`config.mk`:
```
export PLATFORM = sky130hd
export DESIGN_NAME = game_screen_ctrl
export DESIGN_NICKNAME = d
export VERILOG_FILES = /design/src/rtl/game_screen_ctrl.sv
export SDC_FILE = /design/constraint.sdc
export NUM_CORES = 1
export LEC_CHECK = 0
export CORE_UTILIZATION = 42
export CTS_BUF_LIST = sky130_fd_sc_hd__clkbuf_4
export DETAILED_ROUTE_END_ITERATION = 10
export GPL_TIMING_DRIVEN = 0
export HOLD_SLACK_MARGIN = 0.03
export PLACE_DENSITY_LB_ADDON = 0.05
export SLEW_MARGIN = 40
export SYNTH_ARGS = -nofsm -noshare
export SYNTH_HDL_FRONTEND = slang
export SYNTH_SLANG_ARGS = --single-unit
export TNS_END_PERCENT = 100
```
`constraint.sdc`:
```
create_clock -name CLOCK_50 -period 4.8 [get_ports CLOCK_50]
set_input_delay 0.96 -clock CLOCK_50 [delete_from_list [all_inputs] [get_ports CLOCK_50]]
set_output_delay 0.96 -clock CLOCK_50 [all_outputs]
set_load 0.02 [all_outputs]
```
`src/rtl/game_screen_ctrl.sv`:
```
// Screen/score controller for the IR-driven snake game: sequences IDLE/PLAY/PAUSE/OVER,
// double-buffers the game grid into tear-free frames and keeps BCD score and best score.
module game_screen_ctrl #(
   parameter int                   ROWS        = 16,
   parameter int                   COLS        = 16,
   parameter int                   LEN_W       = 8,
   parameter int                   SCORE_MULT  = 5,
   parameter int                   DIGITS      = 4,
   parameter logic [31:0]          CMD_START   = 32'h20DFEA15,
   parameter logic [31:0]          CMD_PAUSE   = 32'h20DF22DD,
   parameter logic [31:0]          CMD_RESTART = 32'h20DF6A95,
   parameter logic [ROWS*COLS-1:0] START_PAT   = '0,
   parameter logic [ROWS*COLS-1:0] END_PAT     = '0
) (
   input  logic                       CLOCK_50,
   input  logic                       reset_n,
   input  logic [31:0]                cmd_word,
   input  logic                       cmd_valid,
   input  logic                       game_over,
   input  logic [LEN_W-1:0]           length,
   input  logic [COLS-1:0]            row_data,
   output logic [$clog2(ROWS)-1:0]    row_sel,
   output logic [ROWS*COLS-1:0]       disp_grid,
   output logic                       frame_valid,
   output logic                       game_run,
   output logic [1:0]                 state,
   output logic [4*DIGITS-1:0]        score_bcd,
   output logic [4*DIGITS-1:0]        hiscore_bcd
);

   localparam int RS_W      = $clog2(ROWS);
   localparam int BCD_W     = 4 * DIGITS;
   localparam int SCORE_MAX = 10**DIGITS - 1;
   localparam int BIN_W     = $clog2(SCORE_MAX + 1);
   localparam int MULT_W    = (SCORE_MULT < 1) ? 1 : $clog2(SCORE_MULT + 1);
   localparam int PROD_W    = LEN_W + MULT_W;
   localparam int CMP_W     = (PROD_W > BIN_W) ? PROD_W : BIN_W;
   localparam int CNT_W     = $clog2(BIN_W + 1);

   localparam logic [1:0] S_IDLE  = 2'd0;
   localparam logic [1:0] S_PLAY  = 2'd1;
   localparam logic [1:0] S_PAUSE = 2'd2;
   localparam logic [1:0] S_OVER  = 2'd3;

   logic is_start, is_pause, is_restart;
   logic [1:0] nxt;
   logic load_start, load_end, publish;

   assign is_start   = cmd_valid && (cmd_word == CMD_START);
   assign is_pause   = cmd_valid && (cmd_word == CMD_PAUSE);
   assign is_restart = cmd_valid && (cmd_word == CMD_RESTART);

   // NOTE: assign a default before the case so every path drives nxt and no latch is inferred.
   always_comb begin
      nxt = state;
      case (state)
         S_IDLE:  if (is_start) nxt = S_PLAY;
         S_PLAY:  if (game_over) nxt = S_OVER;
                  else if (is_restart) nxt = S_IDLE;
                  else if (is_pause) nxt = S_PAUSE;
         S_PAUSE: if (is_restart) nxt = S_IDLE;
                  else if (is_pause) nxt = S_PLAY;
         default: if (is_restart) nxt = S_IDLE;
      endcase
   end

   assign load_start = (nxt != state) && (nxt == S_IDLE);
   assign load_end   = (nxt != state) && (nxt == S_OVER);
   assign game_run   = (state == S_PLAY);

   // NOTE: sequential state uses non-blocking assignments so all registers update together.
   always_ff @(posedge CLOCK_50 or negedge reset_n) begin
      if (!reset_n) state <= S_IDLE;
      else          state <= nxt;
   end

   // Row scan and shadow capture; row_data lags row_sel by one cycle.
   logic [RS_W-1:0]      row_sel_d;
   logic                 cap_valid;
   logic                 armed;
   logic [ROWS*COLS-1:0] shadow;
   logic [ROWS*COLS-1:0] frame_next;

   // NOTE: the shadow buffer is reset so a reset mid-frame can never leak stale rows.
   always_ff @(posedge CLOCK_50 or negedge reset_n) begin
      if (!reset_n) begin
         row_sel   <= '0;
         row_sel_d <= '0;
         cap_valid <= 1'b0;
         armed     <= 1'b0;
         shadow    <= '0;
      end else begin
         row_sel   <= (row_sel == RS_W'(ROWS - 1)) ? '0 : row_sel + 1'b1;
         row_sel_d <= row_sel;
         cap_valid <= 1'b1;
         if (cap_valid)
            shadow[int'(row_sel_d)*COLS +: COLS] <= row_data;
         if (state == S_IDLE || state == S_OVER)
            armed <= 1'b0;
         else if (state == S_PLAY && cap_valid && row_sel_d == '0)
            armed <= 1'b1;
      end
   end

   // The last row arrives on the publishing edge itself, so merge it straight from row_data.
   always_comb begin
      frame_next = shadow;
      frame_next[(ROWS-1)*COLS +: COLS] = row_data;
   end

   assign publish = (state == S_PLAY) && (nxt == S_PLAY) && cap_valid && armed &&
                    (row_sel_d == RS_W'(ROWS - 1));

   always_ff @(posedge CLOCK_50 or negedge reset_n) begin
      if (!reset_n) begin
         disp_grid   <= START_PAT;
         frame_valid <= 1'b0;
      end else begin
         frame_valid <= 1'b0;
         if (load_start) begin
            disp_grid   <= START_PAT;
            frame_valid <= 1'b1;
         end else if (load_end) begin
            disp_grid   <= END_PAT;
            frame_valid <= 1'b1;
         end else if (publish) begin
            disp_grid   <= frame_next;
            frame_valid <= 1'b1;
         end
      end
   end

   // Score: saturated product, then serial double-dabble skipping leading zero bits.
   logic [CMP_W-1:0] prod;
   logic [BIN_W-1:0] raw, raw_q, raw_aligned, bin_sh;
   logic [CNT_W-1:0] nbits, bit_cnt;
   logic [BCD_W-1:0] bcd_acc, bcd_step;
   logic             busy;

   assign prod = CMP_W'(length) * CMP_W'(SCORE_MULT);
   assign raw  = (prod > CMP_W'(SCORE_MAX)) ? BIN_W'(SCORE_MAX) : BIN_W'(prod);

   always_comb begin
      nbits = '0;
      for (int i = 0; i < BIN_W; i++)
         if (raw[i]) nbits = CNT_W'(i + 1);
   end

   assign raw_aligned = raw << (CNT_W'(BIN_W) - nbits);

   function automatic logic [BCD_W-1:0] dabble(input logic [BCD_W-1:0] b, input logic bit_in);
      logic [BCD_W-1:0] t;
      t = b;
      for (int d = 0; d < DIGITS; d++)
         if (t[4*d +: 4] >= 4'd5) t[4*d +: 4] = t[4*d +: 4] + 4'd3;
      return {t[BCD_W-2:0], bit_in};
   endfunction

   assign bcd_step = dabble(bcd_acc, bin_sh[BIN_W-1]);

   always_ff @(posedge CLOCK_50 or negedge reset_n) begin
      if (!reset_n) begin
         raw_q     <= '0;
         bin_sh    <= '0;
         bcd_acc   <= '0;
         bit_cnt   <= '0;
         busy      <= 1'b0;
         score_bcd <= '0;
      end else if (raw != raw_q) begin
         raw_q   <= raw;
         bin_sh  <= raw_aligned;
         bcd_acc <= '0;
         bit_cnt <= nbits;
         busy    <= (nbits != '0);
         if (nbits == '0) score_bcd <= '0;
      end else if (busy) begin
         bcd_acc <= bcd_step;
         bin_sh  <= bin_sh << 1;
         bit_cnt <= bit_cnt - 1'b1;
         if (bit_cnt == CNT_W'(1)) begin
            busy      <= 1'b0;
            score_bcd <= bcd_step;
         end
      end
   end

   // BCD digits compare correctly as plain unsigned values.
   always_ff @(posedge CLOCK_50 or negedge reset_n) begin
      if (!reset_n)
         hiscore_bcd <= '0;
      else if (load_end && score_bcd > hiscore_bcd)
         hiscore_bcd <= score_bcd;
   end

endmodule
```
==> out/qor.log <==
qor: setup_path.timing.critical_path.slowest_cell_delay 0.56 ns
qor: global_route.overflow 0
qor: final_layout.post_route_cells_drive_above_1_share 16.2%
qor: run_status.failed_checks design-rule violations
qor: final_layout.nNetsFinal 3,202
qor: synthesis.ys_types 84
qor: floorplanning.placementRows 89
qor: route.detailedRoute.firstIterationViolations 1,172
qor: synthesis.syn_inst 2,566
qor: synthesis.synth.avg_cell_area 9.81 um2
qor: synthesis.synth-edff-count 0
qor: synthesis.post_synth_fa_ha_maj_area_fraction 2.47%
qor: timing.report.final.slew_viol_count 0
qor: run_status.status complete, but fails checks
qor: place.buffer_ports.inserted 355
qor: final_layout.instances_no_fill 3,981
qor: place.placed_cells_incl_taps 3,702
qor: min_path.worst_hold_path.num_cells 2
qor: global_route.first_global_vias 20,900
qor: setup_path.path_common_cell ha_1
qor: setup_path.slowest_stage clkdlybuf4s50_1
qor: clocking.cts_buffer_depth 3
qor: setup_path.crit_chain clkdlybuf4s50_1, ha_1, ha_1, fa_1, a21o_1, a221oi_4, xor2_2, inv_2, nor3_1, ha_1, clkinv_2, mux4_2, mux2i_1, o22ai_1
qor: timing.max_clock_freq 214 MHz
qor: floorplanning.dieHeight 247 um
qor: clocking.clkTransAtPathRegs 0.06 ns
qor: min_path.hold_class primary input to flop
qor: floorplanning.ioPinCount 356
qor: final_layout.nFillCells 5,357
qor: floorplanning.initial_core_util 42.6%
qor: route.drt_wl_total 78,600 um
qor: timing.finalSetupViolations 0
qor: floorplanning.design.die.area 60,900 um2
qor: global_route.initial_antenna_violation_count 2
qor: clocking.clk_latency 1.00 ns
qor: timing.fin_crit 4.67 ns
qor: synthesis.yosys-mux-area-fraction 5.92%
qor: setup_path.crit_type primary input to flop
qor: setup_path.end_kind flop
qor: floorplanning.design.core.area 59,100 um2
qor: clocking.cts-root-buf clkbuf_4
qor: clocking.cts_htree_levels 4
qor: synthesis.ys_warns 0
qor: setup_path.path_max_fanout 9
qor: synthesis.synth_top_area_share 58.4%
qor: pwr.power-per-cell-area 364 nW/um2
qor: synthesis.synth.area.top_cells dfrtp_1, nand2_1, a21oi_1
qor: route.num_vias 20,700
qor: synthesis.ys_seq_elements 587
qor: place.finalWeightedCongestion 0.854
qor: synthesis.synth_commonest_cells nand2_1, dfrtp_1, a21oi_1
qor: route.route.detailed.drc 76
qor: global_route.grt_max_degree 78
qor: place.post-dp-hpwl 54,400 um
qor: setup_path.worstRegToRegCells 8
qor: synthesis.synth.yosys.seq_area_share 58.4%
qor: synthesis.post-synth-top-count-cell nand2_1
qor: setup_path.cp.arrival 5.51 ns
qor: timing.max-slew-margin-rel 50.8%
qor: setup_path.critical_path.top_delay_family adder cells
qor: setup_path.crit_buf_inv 3
qor: run.timing.max_cap.violations 0
qor: route.route.detailed.wl_per_inst 19.7 um
qor: route.postRouteAntennaNets 0
qor: timing.timing.final.hold_violations 0
qor: synthesis.post_synth_simple_gate_area 16.0%
qor: final_layout.final_core_utilization 54.3%
qor: route.drt-vias-per-instance 5.20
qor: timing.finalCritPeriodShare 97.2%
qor: global_route.grt.total_usage 26.1%
qor: route.detail_route.first_pass.iterations 8
qor: synthesis.synth.largest_area_cell dfrtp_1
qor: timing.worst_slew_pin_slew 0.738 ns
qor: floorplanning.die_width 247 um
qor: clocking.tritoncts_num_sinks 587
qor: pwr.vdd_drop_max 249 uV
qor: global_route.wire_length_of_the_first_global_routing_pass 119,000 um
qor: synthesis.asr_flop_ratio_synth 100%
qor: final_layout.area_growth_syn_to_layout 27.6%
qor: synthesis.synth_top_family_by_area simple AND/OR/NAND/NOR gates
qor: synthesis.post_synth_xor_area_fraction 1.05%
qor: timing.fin_skew 0.0666 ns
qor: synthesis.synth_compound_area_share 12.5%
qor: synthesis.syn_nets 2,675
qor: setup_path.path_depth 14
qor: clocking.cts_made_buffers 159
qor: pwr.power.leakage 14.2 nW
qor: setup_path.cp_data_required_time 5.64 ns
qor: synthesis.synth-main-ff-cell dfrtp_1
qor: clocking.cts_tree done
qor: synthesis.syn_area 25,200 um2
qor: setup_path.setup.worst_path.start_class primary input
final cells by class:
type | instances | area (um2) | share of cell area, %
clock inverter | 24 | 231 | 0.721
tap | 773 | 967 | 3.01
antenna | 4 | 10.0 | 0.0312
buffer | 165 | 766 | 2.38
clock buffer | 248 | 1860 | 5.80
sequential | 587 | 14700 | 45.7
inverter | 47 | 191 | 0.596
timing repair buffer | 366 | 3810 | 11.8
multi-input combinational | 1767 | 9600 | 29.9
flip-flops by register name, indices dropped and copies added (netlist names), 2 cells and up:
name and cells:
bit_cnt 4, bcd_acc 16, state 2, raw_q 11, hiscore_bcd 16, row_sel_d 4, row_sel 4, disp_grid 256
shadow 240, score_bcd 16, bin_sh 14
power by group:
part	leakage [nW]	internal, W	switching [W]
logic	5.28	0.000556	0.00104
registers	7.62	0.00522	0.000169
clock network	1.25	0.00259	0.00212
total	14.2	0.00837	0.00332
path summary, 6_finish.rpt:
check                             start  slack [ns]              to
hold reg to reg              row_sel[3]        0.46    row_sel_d[3]
hold / removal                length[1]        0.41        raw_q[1]
setup reg to reg           row_sel_d[0]        1.57     shadow[170]
setup / recovery              length[0]        0.13       bin_sh[5]
min in group asynchronous       reset_n        0.51   disp_grid[54]
max in group asynchronous       reset_n        2.77  disp_grid[169]
routing by layer:
| layer | global-route usage, % | wire, um |
|---|---|---|
| met3 | 7.02 | 5270 |
| met4 | 11.1 | 2560 |
| met5 | 0 | 0 |
| met1 | 33.6 | 33700 |
| met2 | 41.4 | 37100 |
layout by cell type (no fill, tap or decap), types with 6 or more instances in the layout:
master and n:
nand2b_1 9, o21a_1 6, nor3_1 9, a31oi_1 9, nor2b_1 7, nand2_1 838, clkdlybuf4s50_1 353, buf_16 8
buf_2 79, a21o_1 9, clkbuf_2 17, clkbuf_4 248, xnor2_1 12, a211oi_1 14, clkbuf_1 62, nor3b_1 9
mux2i_1 16, xor2_1 8, nand3_1 26, inv_1 43, mux2_2 114, o21ai_0 170, dfrtp_1 587, a21oi_1 302
ha_1 48, o2bb2ai_1 7, clkinv_1 16, nand4_1 6, nor2_1 55
cell families after synthesis:
| group | count (synthesis) |
|---|---|
| other cells | 1 |
| fa+ha+maj | 49 |
| mux | 132 |
| compound gates | 566 |
| simple gates | 993 |
| buf+inv | 212 |
| xor+xnor | 26 |
| flops | 587 |
timing repair:
item | 4_1_cts | 5_1_grt
hold buffers | 1 | 0
setup buffers | 0 | 2
resized for setup | 3 | 7
endpoints found under the setup margin | 10 | 12
pin swaps | 0 | 2
endpoints found under the hold margin | 65 | 0
metrics by stage:
| stage | TNS, ns | setup slack, ns | instance area, um2 | hold WS (ns) | power [W] |
|---|---|---|---|---|---|
| 2_1_floorplan | 0 | 0.127 | 25200 | 0.450 | 0.00640 |
| 3_3_place_gp | - | -23.10 | 29700 | 0.446 | 0.00699 |
| 3_5_place_dp | -28.31 | -1.32 | 29900 | 0.442 | 0.00703 |
| 4_1_cts | 0 | 0.0372 | 32100 | 0.452 | 0.0118 |
| 5_1_grt | -0.00102 | -0.00102 | 32100 | 0.377 | 0.0123 |
| 6_report | 0 | 0.132 | 32100 | 0.414 | 0.0117 |
(Power assumes the default switching activity.)
